`config.mk`:
```
export PLATFORM = sky130hd
export DESIGN_NAME = spi_dac_responder
export DESIGN_NICKNAME = d
export VERILOG_FILES = /design/src/rtl/spi_dac_responder.sv
export SDC_FILE = /design/constraint.sdc
export NUM_CORES = 1
export LEC_CHECK = 0
export BUFFER_PORTS_ARGS = -buffer_cell sky130_fd_sc_hd__buf_4
export CAP_MARGIN = 20
export CORE_MARGIN = 3
export CORE_UTILIZATION = 30
export CTS_CLUSTER_DIAMETER = 200
export DETAILED_ROUTE_END_ITERATION = 7
export GPL_ROUTABILITY_DRIVEN = 0
export GPL_TIMING_DRIVEN = 0
export SYNTH_ARGS = -nofsm -noshare
export SYNTH_HDL_FRONTEND = slang
export SYNTH_SLANG_ARGS = --single-unit
```
`constraint.sdc`:
```
create_clock -name clk -period 5.78 [get_ports clk]
set_input_delay 0.867 -clock clk [delete_from_list [all_inputs] [get_ports clk]]
set_output_delay 0.867 -clock clk [all_outputs]
set_load 0.03 [all_outputs]
```
`src/rtl/spi_dac_responder.sv`:
```
`default_nettype none
// ============================================================================
// Module      : spi_dac_responder
// Description : SPI mode-2 slave for a multi-channel DAC register bank with
//               input/DAC double buffering and serial readback.
// Revision    : 1.0 - initial release
// ============================================================================
module spi_dac_responder #(
    parameter int NUM_CH     = 16,
    parameter int DATA_W     = 16,
    parameter int FRAME_BITS = 24
) (
    input  logic              clk,
    input  logic              rst_n,
    input  logic              spi_sck,
    input  logic              spi_cs,
    input  logic              spi_mosi,
    output logic              spi_miso,
    input  logic              ldac_n,
    input  logic [3:0]        rd_ch,
    output logic [DATA_W-1:0] rd_data,
    output logic              frame_valid,
    output logic [3:0]        frame_cmd,
    output logic [3:0]        frame_addr,
    output logic [DATA_W-1:0] frame_data,
    output logic              frame_err
);

    localparam int          PAD_W            = FRAME_BITS - DATA_W;
    localparam logic [1:0]  S_IDLE           = 2'd0;
    localparam logic [1:0]  S_SHIFT          = 2'd1;
    localparam logic [1:0]  S_DECODE         = 2'd2;
    localparam logic [4:0]  c_frame_cnt      = 5'(FRAME_BITS);
    localparam logic [4:0]  c_cnt_max        = 5'd31;
    localparam logic [3:0]  c_cmd_write_in   = 4'h1;
    localparam logic [3:0]  c_cmd_update     = 4'h2;
    localparam logic [3:0]  c_cmd_write_both = 4'h3;
    localparam logic [3:0]  c_cmd_readback   = 4'h9;

    // ------------------------------------------------------------------
    // Input synchronizers and edge detection
    // ------------------------------------------------------------------
    logic r_sck_meta, r_sck_sync, r_sck_prev;
    logic r_cs_meta,  r_cs_sync,  r_cs_prev;
    logic r_mosi_meta, r_mosi_sync, r_mosi_prev;
    logic [1:0] r_warm;
    logic       r_cs_ready;

    always_ff @(posedge clk) begin
        if (!rst_n) begin
            r_sck_meta  <= 1'b1;
            r_sck_sync  <= 1'b1;
            r_sck_prev  <= 1'b1;
            r_cs_meta   <= 1'b1;
            r_cs_sync   <= 1'b1;
            r_cs_prev   <= 1'b1;
            r_mosi_meta <= 1'b0;
            r_mosi_sync <= 1'b0;
            r_mosi_prev <= 1'b0;
        end else begin
            r_sck_meta  <= spi_sck;
            r_sck_sync  <= r_sck_meta;
            r_sck_prev  <= r_sck_sync;
            r_cs_meta   <= spi_cs;
            r_cs_sync   <= r_cs_meta;
            r_cs_prev   <= r_cs_sync;
            r_mosi_meta <= spi_mosi;
            r_mosi_sync <= r_mosi_meta;
            r_mosi_prev <= r_mosi_sync;
        end
    end

    // The synchronizer resets to "deselected", so a chip select already low
    // at reset release would look like a fresh falling edge. A falling edge
    // only counts once a real high level has been seen on the pin.
    always_ff @(posedge clk) begin
        if (!rst_n) begin
            r_warm     <= 2'd0;
            r_cs_ready <= 1'b0;
        end else begin
            if (r_warm != 2'd3) begin
                r_warm <= r_warm + 2'd1;
            end
            if (r_warm == 2'd3 && r_cs_sync) begin
                r_cs_ready <= 1'b1;
            end
        end
    end

    logic w_sck_fall, w_sck_rise, w_cs_fall, w_cs_rise;

    assign w_sck_fall = r_sck_prev & ~r_sck_sync;
    assign w_sck_rise = ~r_sck_prev & r_sck_sync;
    assign w_cs_fall  = r_cs_prev & ~r_cs_sync & r_cs_ready;
    assign w_cs_rise  = ~r_cs_prev & r_cs_sync;

    // ------------------------------------------------------------------
    // Frame FSM
    // ------------------------------------------------------------------
    logic [1:0] r_state, w_next_state;

    always_ff @(posedge clk) begin
        if (!rst_n) begin
            r_state <= S_IDLE;
        end else begin
            r_state <= w_next_state;
        end
    end

    always_comb begin
        w_next_state = r_state;
        case (r_state)
            S_IDLE:   if (w_cs_fall) w_next_state = S_SHIFT;
            S_SHIFT:  if (w_cs_rise) w_next_state = S_DECODE;
            S_DECODE: w_next_state = S_IDLE;
            default:  w_next_state = S_IDLE;
        endcase
    end

    logic [4:0] r_bit_cnt;
    logic       w_start, w_shift_en, w_tx_adv, w_accept, w_reject;

    always_comb begin
        w_start    = 1'b0;
        w_shift_en = 1'b0;
        w_tx_adv   = 1'b0;
        w_accept   = 1'b0;
        w_reject   = 1'b0;
        case (r_state)
            S_IDLE: begin
                w_start = w_cs_fall;
            end
            S_SHIFT: begin
                w_shift_en = w_sck_fall;
                w_tx_adv   = w_sck_rise;
            end
            S_DECODE: begin
                w_accept = (r_bit_cnt == c_frame_cnt);
                w_reject = (r_bit_cnt != c_frame_cnt);
            end
            default: ;
        endcase
    end

    // ------------------------------------------------------------------
    // Shift/transmit datapath and readback arming
    // ------------------------------------------------------------------
    logic [FRAME_BITS-1:0] r_sr;
    logic [FRAME_BITS-1:0] r_tx;
    logic                  r_rb_armed;
    logic [3:0]            r_rb_addr;
    logic [DATA_W-1:0]     r_input_reg [NUM_CH];
    logic [DATA_W-1:0]     r_dac_reg   [NUM_CH];

    logic [3:0]        w_cmd;
    logic [3:0]        w_addr;
    logic [DATA_W-1:0] w_data;
    logic [DATA_W-1:0] w_rb_data;

    assign w_cmd     = r_sr[FRAME_BITS-1 -: 4];
    assign w_addr    = r_sr[FRAME_BITS-5 -: 4];
    assign w_data    = r_sr[DATA_W-1:0];
    assign w_rb_data = r_input_reg[r_rb_addr];

    always_ff @(posedge clk) begin
        if (!rst_n) begin
            r_sr       <= '0;
            r_bit_cnt  <= 5'd0;
            r_tx       <= '0;
            r_rb_armed <= 1'b0;
            r_rb_addr  <= 4'd0;
        end else begin
            if (w_start) begin
                r_sr      <= '0;
                r_bit_cnt <= 5'd0;
                r_tx      <= r_rb_armed ? {{PAD_W{1'b0}}, w_rb_data} : '0;
            end else if (w_shift_en) begin
                r_sr <= {r_sr[FRAME_BITS-2:0], r_mosi_prev};
                if (r_bit_cnt != c_cnt_max) begin
                    r_bit_cnt <= r_bit_cnt + 5'd1;
                end
            end
            if (w_tx_adv) begin
                r_tx <= {r_tx[FRAME_BITS-2:0], 1'b0};
            end
            if (w_accept) begin
                r_rb_armed <= (w_cmd == c_cmd_readback);
                if (w_cmd == c_cmd_readback) begin
                    r_rb_addr <= w_addr;
                end
            end else if (w_reject) begin
                r_rb_armed <= 1'b0;
            end
        end
    end

    assign spi_miso = r_tx[FRAME_BITS-1];

    // ------------------------------------------------------------------
    // Register bank
    // ------------------------------------------------------------------
    always_ff @(posedge clk) begin
        if (!rst_n) begin
            for (int i = 0; i < NUM_CH; i++) begin
                r_input_reg[i] <= '0;
                r_dac_reg[i]   <= '0;
            end
        end else if (w_accept) begin
            case (w_cmd)
                c_cmd_write_in: begin
                    r_input_reg[w_addr] <= w_data;
                    if (!ldac_n) begin
                        r_dac_reg[w_addr] <= w_data;
                    end
                end
                c_cmd_update: begin
                    r_dac_reg[w_addr] <= r_input_reg[w_addr];
                end
                c_cmd_write_both: begin
                    r_input_reg[w_addr] <= w_data;
                    r_dac_reg[w_addr]   <= w_data;
                end
                default: ;
            endcase
        end
    end

    // ------------------------------------------------------------------
    // Host-visible outputs
    // ------------------------------------------------------------------
    logic              r_frame_valid, r_frame_err;
    logic [3:0]        r_frame_cmd, r_frame_addr;
    logic [DATA_W-1:0] r_frame_data, r_rd_data;

    always_ff @(posedge clk) begin
        if (!rst_n) begin
            r_frame_valid <= 1'b0;
            r_frame_err   <= 1'b0;
            r_frame_cmd   <= 4'd0;
            r_frame_addr  <= 4'd0;
            r_frame_data  <= '0;
            r_rd_data     <= '0;
        end else begin
            r_frame_valid <= w_accept;
            r_frame_err   <= w_reject;
            if (w_accept) begin
                r_frame_cmd  <= w_cmd;
                r_frame_addr <= w_addr;
                r_frame_data <= w_data;
            end
            r_rd_data <= r_dac_reg[rd_ch];
        end
    end

    assign frame_valid = r_frame_valid;
    assign frame_err   = r_frame_err;
    assign frame_cmd   = r_frame_cmd;
    assign frame_addr  = r_frame_addr;
    assign frame_data  = r_frame_data;
    assign rd_data     = r_rd_data;

endmodule
`default_nettype wire
```
* Yosys cells after proc, flatten, opt, wreduce, memory -nomap -nowiden
Memories as Yosys holds them, arrays and structs flattened. A register that Yosys moved wholly into a read port is not among the register bits. Cells that the tools add are included.
Storage, ports and cells: bits in registers 98, RAM bits 512, input port bits 10, output and inout bits 43, logic and storage cells 109, memories 2
Memory list:
- r_dac_reg | words 16, bits a word 16, read ports 1, clocked after Yosys merged registers in 1, write ports 16, RTL line 153 | logic [DATA_W-1:0] r_dac_reg [NUM_CH];
- r_input_reg | words 16, bits a word 16, read ports 2, clocked after Yosys merged registers in 2, write ports 16, RTL line 152 | logic [DATA_W-1:0] r_input_reg [NUM_CH];
Operators by class: add/subtract/negate cells 2, equality and inequality tests 13, multiplexer cells 44, bitwise gates (word level) 13, reduce and logical (&&, ||, !) cells 12
Operator list (count):
- $mux W16 | 6
- $mux W24 | 2
- $reduce_or A16 Y1 | 2
- $mux W1 | 27
- $mux W4 | 6
- $ne A5 B5 Y1 const B | 2
- $eq A4 B2 Y1 const B | 2
- $ne A2 B2 Y1 const B | 3
- $reduce_and A2 Y1 | 3
- $add A5 B1 Y5 const B | 1
- $and A1 B1 Y1 | 5
- $eq A5 B5 Y1 const B | 1
- $not A1 Y1 | 5
- $eq A2 B2 Y1 const B | 2
- $eq A4 B1 Y1 const B | 1
- $eq A4 B4 Y1 const B | 1
- $mux W2 | 2
- $pmux W2 S2 | 1
- $reduce_bool A2 Y1 | 2
- $reduce_or A2 Y1 | 2
- $or A1 B1 Y1 | 3
- $add A2 B1 Y2 const B | 1
- $eq A2 B1 Y1 const B | 1
- $logic_not A2 Y1 | 1
- 2 further kinds | 2

* Logic depth before layout (Yosys ltp)
Gate-level depths: netlist (run 1).
word-level depth 9, depth in mapped cells 9, mapped depth without buffers 6

* Least setup slack after synthesis (run 1)
Ideal clock, no wire load.
path kind input-to-reg, from input port rst_n, to memory r_dac_reg[0][0] (enable), library setup time 372 ps, arrival time 2640 ps, path slack 2768 ps, cell stages on the path 6, buffers on the path 2, cell sequence or3b_4 a2111oi_4 buf_12 nand3_4 buf_6 nand2_1
RTL lines:
- start, declared | RTL line 14 | input logic rst_n,
- end, declared | RTL line 153

==> run_results.csv, run 1 <==
group,metric,value,unit
status,status,"finished, final reports clean",
clock_network,root_buffer,"clkbuf_16",
worst_setup_path,worstPathMaxFanout,16,
worst_setup_path,critPathLaunchType,"input port",
logic_synthesis,synth_top_area_share,51.48,%
clock_network,cts_hold_buf,0,
timing,setup-violations-final,0,
run,cap_violations,0,
detailed_routing,routedWlPerCell,26.48,um
logic_synthesis,synth_common_cells,"512 x edfxtp_1, 278 x and2_1, 267 x a21oi_1",
power_and_ir_drop,ir_drop,188.5,uV
clock_network,clk_latency,0.64,ns
global_routing,grt_pass1_wl,136900,um
worst_setup_path,worstPathArrival,3.70,ns
logic_synthesis,avgSynthCellArea,14.25,um^2
layout,n_antenna_cell,0,
hold_path,worstHoldPathType,"register to register",
floorplanning,fp.coreArea,98560,um^2
logic_synthesis,synth_seq_cells,634,
timing,clock_skew,0.02717,ns
floorplanning,ios,53,
layout,fin_area,34550,um^2
timing,hold_viol_final,0,
clock_network,cts_tree,"yes",
timing,fin_crit,3.572,ns
power_and_ir_drop,power,10250,uW
floorplanning,dieArea,103400,um^2
detailed_routing,drtIter0Drc,2221,
worst_setup_path,crit_path_end_kind,"register",
placed_design,dp_hpwl,66610,um
global_routing,grt_overflow,0,
logic_synthesis,synth_ff_type,"edfxtp_1",
clock_network,cts.sink_count,634,
worst_setup_path,path_buf_inv,4,
logic_synthesis,synth-seq-area-share,59.66,%
worst_setup_path,crit_path_cell_trace,"buf_4 -> clkbuf_1 -> clkbuf_1 -> clkbuf_1 -> nand2_1",
logic_synthesis,synth_cell_types,53,
detailed_routing,ant_nets,0,
detailed_routing,routed_via_density,5.489,
logic_synthesis,syn_inst,2096,
worst_setup_path,criticalPathCategory,"input port to register",
logic_synthesis,ys_warn_count,0,
power_and_ir_drop,p_leak,0.01085,uW
timing,min_period_over_period,61.81,%
global_routing,antenna_found_initial,2,
detailed_routing,drt-total-wl,94740,um
detailed_routing,drc_errors,0,
logic_synthesis,synthTopCellsByArea,"edfxtp_1 51%, mux4_2 16%, dfxtp_1 8.2%",
logic_synthesis,synth_edf_count,512,
worst_setup_path,path_common_cell,"clkbuf_1",
timing,rsz0062_at_grt,"false",
logic_synthesis,async_flop_share,0,%
clock_network,cts_max_level,3,
clock_network,cts_buffers,70,
placed_design,io_buffer_count,48,
timing,fmax,279.9,MHz
clock_network,ctsResizeCount,0,
logic_synthesis,synth_most_common_cell,"edfxtp_1",
layout,final_nets,2251,
layout,area_delta_synth_final,15.70,%
timing,fin_hold_ws,0.4099,ns
timing,fin_tns_setup,0,ns
worst_setup_path,cp_slowest_cell,"nand2_1",
placed_design,placed_area,32150,um^2
global_routing,grt_max_degree,17,
power_and_ir_drop,pwr_density_cell,296.6,nW/um^2
floorplanning,rows,115,
floorplanning,die_width,321.5,um
floorplanning,start_util,30.30,%
timing,worst_pin_slew,1.172,ns
clock_network,cts.clk_slew.worst_paths,0.06,ns
detailed_routing,drt_pass1_iterations,5,
worst_setup_path,crit_required,5.91,ns
worst_setup_path,cpLargestDelayFamily,"buffers and inverters",
layout,final_util,35.06,%
logic_synthesis,yosysTopAreaCell,"edfxtp_1",
clock_network,clockBufferDepth,3,
detailed_routing,via_count,19640,
floorplanning,die_h,321.5,um
logic_synthesis,syn-cell-area,29860,um^2
timing,relSlewSlack,21.27,%
logic_synthesis,syn_nets,2110,
layout,layout-drive-gt1-share,22.30,%
global_routing,grtUsageTotal,18.15,%
worst_setup_path,cpPeakStageDelay,0.85,ns
clock_network,cts_setup_buffers,0,
global_routing,grt_pass1_vias,19990,
timing,drv_slew,0,
## worst paths after layout
| kind | depth (start not counted) | endpoint | slack [ns] | from |
|---|---|---|---|---|
| max | 5 | r_dac_reg[8][4]$_SDFFCE_PN0P_ | 2.21 | rst_n |
| min | 1 | r_sck_sync$_SDFF_PN1_ | 0.41 | r_sck_meta$_SDFF_PN1_ |
| max reg2reg | 7 | r_input_reg[2][14]$_SDFFCE_PN0P_ | 2.21 | r_sr[17]$_SDFFE_PP0P_ |
| min reg2reg | 1 | r_sck_sync$_SDFF_PN1_ | 0.41 | r_sck_meta$_SDFF_PN1_ |
## per-stage QoR
step           std cells  setup slack (ns)
3_5_place_dp        3446             1.534
4_1_cts             3572             2.178
2_1_floorplan       2096             2.768
3_3_place_gp        3431            0.6839
5_1_grt             3578             1.960
6_report            3578             2.208
## routing by layer
layer | vias to the layer above | GRT usage (%) | wire length [um]
met5 | - | 0 | 13
met3 | 269 | 4.348 | 9372
met2 | 1217 | 28.35 | 43420
met1 | 9925 | 23.77 | 37210
li1 | 8226 | - | -
met4 | 2 | 8.812 | 4723
## cell usage in the layout, fill, tap and decap left out, drive strengths merged, types with 3 or more instances in the layout
master  instances
clkbuf        229
mux2i          55
and3            9
inv             7
edfxtp        512
and2          279
nor2b          12
buf           149
nand4           3
xnor2           4
clkinv         18
nor3            7
dfxtp         122
a21o           14
nor3b           3
nand2         174
a211o          16
o22ai          30
mux4          208
nand2b         24
bufinv          6
and4bb          5
nor2           15
o21ai          22
a21oi         285
a21boi         33
nand3          27
ha              4
## power by group
group | internal (uW) | leakage (uW) | switching (uW)
clock network | 2660 | 0.00113 | 1880
logic | 222 | 0.00388 | 274
registers | 5120 | 0.00585 | 94.5
## cell families after synthesis
kind of cell | Yosys count | share of synthesized area, %
DFF | 634 | 59.66
and+or+nand+nor | 571 | 10.98
adders and majority gates | 4 | 0.1676
muxes | 263 | 17.53
xor gates and xnor gates | 4 | 0.1173
AOI/OAI and AO/OA | 404 | 7.885
buffers and inverters | 216 | 3.662
## cell type report
| type | count | area, um^2 |
|---|---|---|
| Multi-Input combinational cell | 1246 | 10990 |
| Clock inverter | 29 | 362.8 |
| Timing Repair Buffer | 69 | 721.9 |
| Clock buffer | 97 | 1953 |
| Fill cell | 9339 | 64010 |
| Inverter | 3 | 11.26 |
| Sequential cell | 634 | 17820 |
| Buffer | 213 | 1082 |
| Tap cell | 1287 | 1610 |
No activity file was read; power rests on OpenSTA's default activity.
==> run 2, diff against run 1 <==
==> constraint.sdc (replaced) <==
create_clock -name clk -period 3.6 [get_ports clk]
set_input_delay 0.54 -clock clk [delete_from_list [all_inputs] [get_ports clk]]
set_output_delay 0.54 -clock clk [all_outputs]
set_load 0.03 [all_outputs]
==> run 2 against run 1 <==
Register-to-register slack worse by 2.1 ns. Flip-flop and latch count unchanged. Sequential power up 61%. Critical endpoint is now r_input_reg[10][13]$_SDFFCE_PN0P_.
==> run_results.csv, run 2 (synthesis results as in run 1) <==
group,metric,value,unit
clock_network,cts_buffers,70,
run,cap_violations,0,
clock_network,clockBufferDepth,3,
timing,worst_pin_slew,1.202,ns
worst_setup_path,criticalPathCategory,"register to register",
floorplanning,fp.coreArea,98560,um^2
worst_setup_path,worstPathMaxFanout,10,
hold_path,worstHoldPathType,"input port to register",
global_routing,grt_pass1_wl,136800,um
worst_setup_path,worstPathArrival,3.98,ns
status,status,"finished, final reports clean",
floorplanning,die_h,321.5,um
layout,area_delta_synth_final,15.75,%
layout,layout-drive-gt1-share,22.48,%
worst_setup_path,regToRegSetupSlack,0.1,ns
global_routing,top_usage_layer,"met2",
floorplanning,ios,53,
timing,relSlewSlack,19.23,%
layout,final_cells,3579,
floorplanning,rows,115,
worst_setup_path,crit_path_end_kind,"register",
floorplanning,start_util,30.30,%
clock_network,cts_tree,"yes",
clock_network,cts.sink_count,634,
timing,setup_ws,0.09996,ns
power_and_ir_drop,p_leak,0.01086,uW
placed_design,dp.cells,3446,
detailed_routing,routed_via_density,5.480,
detailed_routing,drt_pass1_iterations,5,
worst_setup_path,cp-endpoint,"r_input_reg[10][13]$_SDFFCE_PN0P_",
global_routing,grtUsageTotal,18.14,%
global_routing,grt_max_degree,17,
global_routing,antenna_found_initial,2,
clock_network,cts.clk_slew.worst_paths,0.06,ns
worst_setup_path,critPathLaunchType,"register",
power_and_ir_drop,pwr_density_cell,476.3,nW/um^2
clock_network,cts_hold_buf,0,
clock_network,cts_max_level,3,
placed_design,io_buffer_count,48,
placed_design,dp_hpwl,66610,um
floorplanning,dieArea,103400,um^2
global_routing,grt_use_met1,23.77,%
timing,setup-violations-final,0,
global_routing,grt_pass1_vias,19960,
timing,fin_crit,3.500,ns
worst_setup_path,crit_required,4.08,ns
layout,final_nets,2251,
worst_setup_path,crit_start,"r_sr[17]$_SDFFE_PP0P_",
detailed_routing,ant_nets,0,
detailed_routing,drc_errors,0,
timing,clock_skew,0.02774,ns
layout,n_fill_cell,9336,
global_routing,grt_overflow,0,
timing,fin_hold_ws,0.1083,ns
worst_setup_path,r2r_end,"r_input_reg[10][13]$_SDFFCE_PN0P_",
timing,min_period_over_period,97.22,%
power_and_ir_drop,ir_drop,305.3,uV
worst_setup_path,crit-reg2reg-launch,"r_sr[17]$_SDFFE_PP0P_",
global_routing,grtUsageMet3,4.279,%
power_and_ir_drop,power,16460,uW
detailed_routing,drtIter0Drc,2328,
layout,layout_commonest_cell,"edfxtp_1",
detailed_routing,drt-total-wl,94570,um
detailed_routing,routedWlPerCell,26.42,um
timing,rsz0062_at_grt,"false",
layout,most-common-layout-cells,"512 x edfxtp_1, 278 x and2_1, 267 x a21oi_1",
timing,fmax,285.7,MHz
timing,drv_slew,0,
detailed_routing,via_count,19610,
floorplanning,die_width,321.5,um
worst_setup_path,reg2reg_depth,6,
timing,hold_viol_final,0,
placed_design,dp_slack,-0.3192,ns
clock_network,root_buffer,"clkbuf_16",
clock_network,clk_latency,0.64,ns
global_routing,grtUsageMet2,28.40,%
run 2: cell types whose count changed in the layout (fill, tap and decap cells not counted), sizes merged:
| cell | previous run | this run |
|---|---|---|
| diode | 0 | 1 |
run 2: through the flow:
stage               TNS [ns]  cell area, um^2  utilization, %
floorplan                  0            29860               -
global placement     -109.73            31830           32.30
detailed placement    -25.78            32150           32.62
CTS                        0            34460           34.97
global route               0            34570           35.07
finish                     0            34570           35.07
run 2: per-layer routing:
layer,part of all wire (%),up-vias
met2,46,1210
li1,-,8229
met1,39,9918
met3,9.9,255
met4,4.8,0
met5,0,-
run 2: cell type report:
cell class / instances / area [um^2] / share of cell area [%]
diodes: 1 / 2.502 / 0.007239
plain buffers: 213 / 1082 / 3.131
clock buffers: 97 / 1953 / 5.650
clock inverters: 29 / 362.8 / 1.050
inverters: 3 / 11.26 / 0.03258
multi-input cells: 1246 / 11010 / 31.84
flip-flops and latches: 634 / 17820 / 51.54
well taps: 1287 / 1610 / 4.658
repair buffers: 69 / 721.9 / 2.088
run 2: where the power goes:
part,internal [uW],leakage [uW],switching (uW)
Sequential,8230,0.00585,151
Combinational,357,0.00388,440
Clock,4270,0.00113,3020
run 2: how the worst min path moves through the flow:
stage                                from  slack (ns)                    end  cells past startpoint
finish                             spi_cs        0.11   r_cs_meta$_SDFF_PN1_                      2
global route                       spi_cs        0.10   r_cs_meta$_SDFF_PN1_                      2
CTS                                spi_cs        0.09   r_cs_meta$_SDFF_PN1_                      2
detailed placement  r_sck_meta$_SDFF_PN1_        0.40  r_sck_sync$_SDFF_PN1_                      1
global placement    r_sck_meta$_SDFF_PN1_        0.41  r_sck_sync$_SDFF_PN1_                      1
floorplan            r_cs_meta$_SDFF_PN1_        0.39   r_cs_sync$_SDFF_PN1_                      1
run 2: worst max-delay path: stages, from the launching register on:
cell and delay [ns]:
dfxtp_1 0.36, clkbuf_1 0.40, and4bb_2 0.30, nand4_1 0.43, nor2_1 0.84, clkbuf_1 0.76, and2_1 0.24
run 2: what timing repair did:
item | CTS | global route
setup buffers | 0 | 0
resized for setup | 0 | 4
setup endpoints to repair | 0 | 58
